File: src/rtl/pulse_meter_pkg.sv
// Shared types and constants for the pulse_meter block: FSM state encoding,
// default synchronizer depth and the counter saturation value.
`timescale 1ns/1ps
package pulse_meter_pkg;

  localparam int SYNC_STAGES_DEFAULT = 2;

  typedef enum logic [1:0] {
    ST_WAIT = 2'b00,
    ST_HIGH = 2'b01,
    ST_LOW  = 2'b10
  } state_t;

  // All-ones value of a counter 'width' bits wide (the saturation limit).
  function automatic logic [63:0] sat_max(input int unsigned width);
    return (64'd1 << width) - 64'd1;
  endfunction

endpackage

File: src/rtl/pulse_meter_if.sv
// Measurement bus of pulse_meter: the sampled pulse train in, one
// high/low/overflow result per complete period out.
`timescale 1ns/1ps
interface pulse_meter_if #(
  parameter int WIDTH = 8
);
  logic             signal;
  logic [WIDTH-1:0] high_count;
  logic [WIDTH-1:0] low_count;
  logic             valid;
  logic             overflow;

  modport master (
    input  signal,
    output high_count, low_count, valid, overflow
  );

  modport slave (
    output signal,
    input  high_count, low_count, valid, overflow
  );
endinterface

File: src/rtl/pulse_meter_edge_sync.sv
// edge_sync: synchronizes an asynchronous level, optionally filters 1-cycle
// glitches (PULSE_METER_DEGLITCH_EN) and produces rise/fall strobes.
`timescale 1ns/1ps
module edge_sync
  import pulse_meter_pkg::*;
#(
  parameter int SYNC_STAGES = SYNC_STAGES_DEFAULT
) (
  input  logic clock,
  input  logic reset,
  input  logic async_in,
  output logic level,
  output logic rise,
  output logic fall
);

`ifdef PULSE_METER_DEGLITCH_EN
  localparam int PRIME_LEN = SYNC_STAGES + 2;
`else
  localparam int PRIME_LEN = SYNC_STAGES + 1;
`endif

  logic [SYNC_STAGES-1:0] sync_q;
  logic [PRIME_LEN-1:0]   prime_q;
  logic                   s;
  logic                   s_d_q;
  logic                   sync_out;

  assign sync_out = sync_q[SYNC_STAGES-1];

  // NOTE: registers are written with <= so every flop samples the pre-edge
  // value of its neighbours; a blocking '=' here would collapse the chain.
  always_ff @(posedge clock or posedge reset) begin
    if (reset) begin
      sync_q  <= '0;
      s_d_q   <= 1'b0;
      prime_q <= '0;
    end else begin
      sync_q  <= {sync_q[SYNC_STAGES-2:0], async_in};
      s_d_q   <= s;
      prime_q <= {prime_q[PRIME_LEN-2:0], 1'b1};
    end
  end

`ifdef PULSE_METER_DEGLITCH_EN
  logic sync_d_q;

  always_ff @(posedge clock or posedge reset) begin
    if (reset) sync_d_q <= 1'b0;
    else       sync_d_q <= sync_out;
  end

  // Accept a new level only once it has been seen on two consecutive cycles.
  assign s = (sync_out == sync_d_q) ? sync_out : s_d_q;
`else
  assign s = sync_out;
`endif

  // Edges are masked until the pipeline holds real samples, so an input
  // already high at reset release is not mistaken for a rising edge.
  assign level = s;
  assign rise  = s & ~s_d_q & prime_q[PRIME_LEN-1];
  assign fall  = ~s & s_d_q & prime_q[PRIME_LEN-1];

endmodule

File: src/rtl/pulse_meter.sv
// pulse_meter: measures high and low time of each complete period of an
// asynchronous pulse train. Build option PULSE_METER_DEGLITCH_EN adds a glitch filter.
`timescale 1ns/1ps
module pulse_meter
  import pulse_meter_pkg::*;
#(
  parameter int WIDTH       = 8,
  parameter int SYNC_STAGES = SYNC_STAGES_DEFAULT
) (
  input logic           clock,
  input logic           reset,
  pulse_meter_if.master bus
);

  localparam logic [WIDTH-1:0] SAT = WIDTH'(sat_max(WIDTH));
  localparam logic [WIDTH-1:0] ONE = WIDTH'(1);

  logic level, rise, fall;

  edge_sync #(
    .SYNC_STAGES (SYNC_STAGES)
  ) u_edge_sync (
    .clock    (clock),
    .reset    (reset),
    .async_in (bus.signal),
    .level    (level),
    .rise     (rise),
    .fall     (fall)
  );

  state_t           state_q, state_d;
  logic [WIDTH-1:0] hcnt_q, hcnt_d;
  logic [WIDTH-1:0] lcnt_q, lcnt_d;
  logic [WIDTH-1:0] high_q, high_d;
  logic [WIDTH-1:0] low_q, low_d;
  logic             sat_q, sat_d;
  logic             ovf_q, ovf_d;
  logic             valid_q, valid_d;
  logic             new_period;

  function automatic logic [WIDTH-1:0] sat_inc(input logic [WIDTH-1:0] v);
    return (v == SAT) ? v : v + ONE;
  endfunction

  always_ff @(posedge clock or posedge reset) begin
    if (reset) begin
      state_q <= ST_WAIT;
      hcnt_q  <= '0;
      lcnt_q  <= '0;
      high_q  <= '0;
      low_q   <= '0;
      sat_q   <= 1'b0;
      ovf_q   <= 1'b0;
      valid_q <= 1'b0;
    end else begin
      state_q <= state_d;
      hcnt_q  <= hcnt_d;
      lcnt_q  <= lcnt_d;
      high_q  <= high_d;
      low_q   <= low_d;
      sat_q   <= sat_d;
      ovf_q   <= ovf_d;
      valid_q <= valid_d;
    end
  end

  always_comb begin
    // NOTE: every output of this block gets a default first; a path that
    // leaves one unassigned would infer a latch.
    state_d    = state_q;
    hcnt_d     = hcnt_q;
    lcnt_d     = lcnt_q;
    high_d     = high_q;
    low_d      = low_q;
    ovf_d      = ovf_q;
    valid_d    = 1'b0;
    new_period = 1'b0;

    unique case (state_q)
      ST_WAIT: begin
        if (rise) begin
          new_period = 1'b1;
          state_d    = ST_HIGH;
        end
      end
      ST_HIGH: begin
        if (fall) begin
          lcnt_d  = ONE;
          state_d = ST_LOW;
        end else if (level) begin
          hcnt_d = sat_inc(hcnt_q);
        end
      end
      ST_LOW: begin
        if (rise) begin
          high_d     = hcnt_q;
          low_d      = lcnt_q;
          ovf_d      = sat_q;
          valid_d    = 1'b1;
          new_period = 1'b1;
          state_d    = ST_HIGH;
        end else if (!level) begin
          lcnt_d = sat_inc(lcnt_q);
        end
      end
      default: state_d = ST_WAIT;
    endcase

    if (new_period) begin
      hcnt_d = ONE;
      lcnt_d = '0;
    end

    // Sticky saturation flag, restarted with every new period.
    sat_d = (new_period ? 1'b0 : sat_q) | (hcnt_d == SAT) | (lcnt_d == SAT);
  end

  assign bus.high_count = high_q;
  assign bus.low_count  = low_q;
  assign bus.valid      = valid_q;
  assign bus.overflow   = ovf_q;

endmodule

File: src/flat_wrapper.sv
// flat-port wrapper written by rule: the top's interface ports become plain ports
module pulse_meter_flat import pulse_meter_pkg::*;
#(
  parameter int WIDTH       = 8,
  parameter int SYNC_STAGES = SYNC_STAGES_DEFAULT
)
  (clock, reset, bus_signal, bus_high_count, bus_low_count, bus_valid, bus_overflow);
  pulse_meter_if #(.WIDTH(WIDTH)) bus_i ();
  input logic clock;
  input logic reset;
  input wire logic [$bits(bus_i.signal)-1:0] bus_signal;
  output wire logic [$bits(bus_i.high_count)-1:0] bus_high_count;
  output wire logic [$bits(bus_i.low_count)-1:0] bus_low_count;
  output wire logic [$bits(bus_i.valid)-1:0] bus_valid;
  output wire logic [$bits(bus_i.overflow)-1:0] bus_overflow;
  assign bus_i.signal = bus_signal;
  assign bus_high_count = bus_i.high_count;
  assign bus_low_count = bus_i.low_count;
  assign bus_valid = bus_i.valid;
  assign bus_overflow = bus_i.overflow;
  pulse_meter #(.WIDTH(WIDTH), .SYNC_STAGES(SYNC_STAGES)) u_core (.clock(clock), .reset(reset), .bus(bus_i));
endmodule
File: config.mk
export PLATFORM = sky130hd
export DESIGN_NAME = pulse_meter_flat
export DESIGN_NICKNAME = d
export VERILOG_FILES = /design/src/rtl/pulse_meter_pkg.sv /design/src/rtl/pulse_meter_if.sv /design/src/rtl/pulse_meter_edge_sync.sv /design/src/rtl/pulse_meter.sv /design/src/flat_wrapper.sv
export SDC_FILE = /design/constraint.sdc
export NUM_CORES = 1
export LEC_CHECK = 0
export CAP_MARGIN = 30
export CELL_PAD_IN_SITES_DETAIL_PLACEMENT = 0
export CELL_PAD_IN_SITES_GLOBAL_PLACEMENT = 2
export CORE_UTILIZATION = 30
export DETAILED_ROUTE_END_ITERATION = 10
export PLACE_DENSITY_LB_ADDON = 0.12
export SLEW_MARGIN = 20
export SYNTH_ARGS = -nofsm -noshare
export SYNTH_HDL_FRONTEND = slang
export SYNTH_SLANG_ARGS = --single-unit
File: constraint.sdc
create_clock -name clock -period 2.25 [get_ports clock]
set_input_delay 0.45 -clock clock [delete_from_list [all_inputs] [get_ports clock]]
set_output_delay 0.45 -clock clock [all_outputs]
set_load 0.1 [all_outputs]
==> flow_metrics.tcl <==
set metrics [dict create \
    gp_congestion 0.839 \
    p_leak_nw 1.18 \
    die_x_um 85.9 \
    cts_buffers 5 \
    grt_max_degree 44 \
    clockRootBuffer "clkbuf_8" \
    setup_viol 0 \
    synth_fp_nets 195 \
    p_int_mw 1.32 \
    ys_ff_latch 43 \
    clk_latency_ns 0.30 \
    io_buffer_count 20 \
    synth-async-reset-ratio_pct 100 \
    report.final.slew_viol_count 0 \
    fin_setup_tns_ns 0 \
    worstSetupPathType "flip-flop to flip-flop" \
    use_met1_pct 17.0 \
    end_kind "flip-flop" \
    grt_antenna_before_repair 0 \
    fin_crit_ns 2.07 \
    rows 30 \
    ys_types 54 \
    final_antenna_net_count 0 \
    routed-via-count 1564 \
    ir_drop_v 0.000475 \
    synth_ff_type "dfrtp_1" \
    fin_crit_sh_pct 92.2 \
    vias_per_cell 4.95 \
    die_h_um 85.9 \
    seqCellArea_um2 1080 \
    rsz0062_at_grt "no" \
    r2r-start "u_core.state_q[1]" \
    status "finished, final reports clean" \
    drc 0 \
    nNetsFinal 228 \
    timing.final.ws_setup_ns 0.176 \
    coreArea_um2 6790 \
    syn_inst 186 \
    synth_edf_count 0 \
    clock_path_buffers 2 \
    use_met2_pct 23.4 \
    final_layout_size_suffix_gt1_share_pct 33.2 \
    cts_hold_buf 0 \
    crit_fanout 5 \
    crit_start "u_core.state_q[1]" \
    drt_iter0_markers 87 \
    power.switching_uw 776 \
    post_cts_buffers 0 \
    cts_tree "built" \
    power_frac_clock_pct 23.3 \
    syn_area_um2 2110 \
    finClkSkew_ns 0.0119 \
    antennaDiodeCount 0 \
    required_ns 2.44 \
    swShare_pct 37.0 \
    grt_pass1_wl_um 7830 \
    cts_sinks 43 \
    pwr_density_cell_nw_per_um2 814 \
    syn_avg_cell_area_um2 11.4 \
    hp-start "u_core.u_edge_sync.prime_q[1]" \
    initial_core_util_pct 31.1 \
    fmax_mhz 482 \
    start_kind "flip-flop" \
    seqPwrFrac_pct 42.7 \
    routed_wl_um 4700 \
    final-hold-violation-count 0 \
    fillers 669 \
    grt.met3_usage_pct 3.46 \
    slew-limit-headroom_pct 62.3 \
    worstPathArrival_ns 2.26 \
    clkTransAtPathRegs_ns 0.09 \
    tightest_slew_ns 0.565 \
    multi_input_area_um2 1010 \
    fin_hold_ws_ns 0.342 \
    overflow 0 \
    seq_area_frac_synth_pct 50.9 \
    holdCritPathClass "flip-flop to flip-flop" \
    p_comb_share_pct 34.0 \
    cts_resized 0 \
    grt_pass1_vias 1626 \
    ys_warn_count 0 \
    dp_slack_ns 0.0318 \
    grt_usage_pct 14.0 \
    pin_count 21 \
    die_area_um2 7380 \
    drv_cap 0 \
    grt-busiest-layer "met2" \
    cts_htree_levels 2 \
    wl_per_cell_um 14.9 \
    syn2layout_area_growth_pct 22.1 \
    hpwl_um 3330 \
    firstDrtPassIters 4 \
]
stage by stage:
stage	instance area, µm²	std cells	utilization (%)	power, mW
floorplan	2110	186	-	1.39
global placement	2440	308	35.9	1.55
detailed placement	2440	308	35.9	1.56
CTS	2520	316	37.1	2.06
global route	2580	316	38.0	2.24
finish	2580	316	38.0	2.10
worst max-delay path: stages, from the launching register on:
cell	delay [ns]
dfrtp_1	0.43
inv_2	0.12
ha_4	0.17
nand4_1	0.17
a211oi_2	0.25
xnor2_1	0.16
nor2_1	0.08
and4b_2	0.24
a311o_1	0.34
final timing paths:
kind | to | slack (ns) | cells after the start
worst min register to register | u_core.u_edge_sync.prime_q[2] | 0.34 | 0
worst max register to register | u_core.sat_q | 0.18 | 8
min in group asynchronous | u_core.u_edge_sync.prime_q[2] | 0.59 | 3
worst max-delay path | u_core.sat_q | 0.18 | 8
worst min-delay path | u_core.u_edge_sync.prime_q[2] | 0.34 | 0
max in group asynchronous | u_core.hcnt_q[5] | 1.27 | 3
routing by layer:
metal	wire [µm]	vias up
met5	0	-
met4	96	0
met3	153	8
met2	2360	30
met1	2090	779
li1	-	747
power groups by stage:
| stage | logic, mW | registers [mW] | clock network [mW] |
|---|---|---|---|
| after floorplan | 0.344 | 1.05 | 0 |
| after global placement | 0.647 | 0.907 | 0 |
| after detailed placement | 0.649 | 0.911 | 0 |
| after CTS | 0.651 | 0.897 | 0.515 |
| after global routing | 0.777 | 0.909 | 0.552 |
| final | 0.713 | 0.897 | 0.490 |
layout by cell type (no fill, tap or decap), types with 2 or more instances in the layout:
cell,count
nand3_1,5
a41o_1,2
xnor2_1,2
dfrtp_1,43
clkdlybuf4s50_1,2
a21oi_1,5
ha_4,2
ha_1,3
o21ai_0,9
a31oi_1,4
mux2i_1,2
buf_4,29
nand4_1,5
nor3_1,2
inv_1,6
clkbuf_8,5
nor3b_1,2
mux2_2,14
xor2_1,2
nand2_1,13
a211oi_2,4
a211oi_1,2
and2_1,3
nand3b_1,2
nor2_1,13
state kept, by name, summed over array words and instances (netlist names):
name / cells
u_core.bus.high_count: 8
u_core.bus.low_count: 8
u_core.bus.overflow: 1
u_core.bus.valid: 1
u_core.hcnt_q: 8
u_core.lcnt_q: 8
u_core.sat_q: 1
u_core.state_q: 2
u_core.u_edge_sync.prime_q: 3
u_core.u_edge_sync.s_d_q: 1
u_core.u_edge_sync.sync_q: 2
cell families (layout without fill, tap and decap cells):
logic type / Yosys count / after routing / synth area share (%)
compound gates: 39 / 39 / 13.3
xor+xnor: 4 / 4 / 1.66
fa+ha+maj: 6 / 6 / 3.55
buf+inv: 14 / 48 / 4.03
flops: 43 / 43 / 50.9
mux: 16 / 16 / 8.41
other cells: 1 / 1 / 0.177
simple gates: 63 / 63 / 17.9
cells in the mapped netlist (all sizes together), types with 2 or more instances:
master | instances | area (µm²)
and4 | 2 | 21.3
and2 | 4 | 26.3
mux2 | 14 | 158
mux2i | 2 | 20.0
o21ai | 9 | 45.0
o41ai | 2 | 17.5
clkbuf | 3 | 21.3
and3b | 2 | 18.8
dfrtp | 43 | 1080
a31oi | 4 | 25.0
nand4 | 5 | 31.3
a21boi | 2 | 18.8
nor2 | 14 | 55.1
nand2 | 13 | 48.8
buf | 3 | 33.8
and4b | 2 | 21.3
nand3b | 3 | 35.0
nor4 | 2 | 12.5
nor3b | 2 | 15.0
inv | 8 | 30.0
a41o | 2 | 20.0
ha | 6 | 75.1
a211oi | 6 | 55.1
xor2 | 2 | 17.5
nor3 | 3 | 20.0
xnor2 | 2 | 17.5
nand3 | 6 | 35.0
a21oi | 5 | 25.0
final cells by class:
cell class / instances / share of cell area (%)
repair buffers: 32 / 9.99
multi-input cells: 129 / 39.2
flip-flops and latches: 43 / 41.7
inverters: 8 / 1.16
clock buffers: 6 / 2.81
well taps: 96 / 4.66
clock inverters: 2 / 0.485
Power figures use the tool's default switching activity.
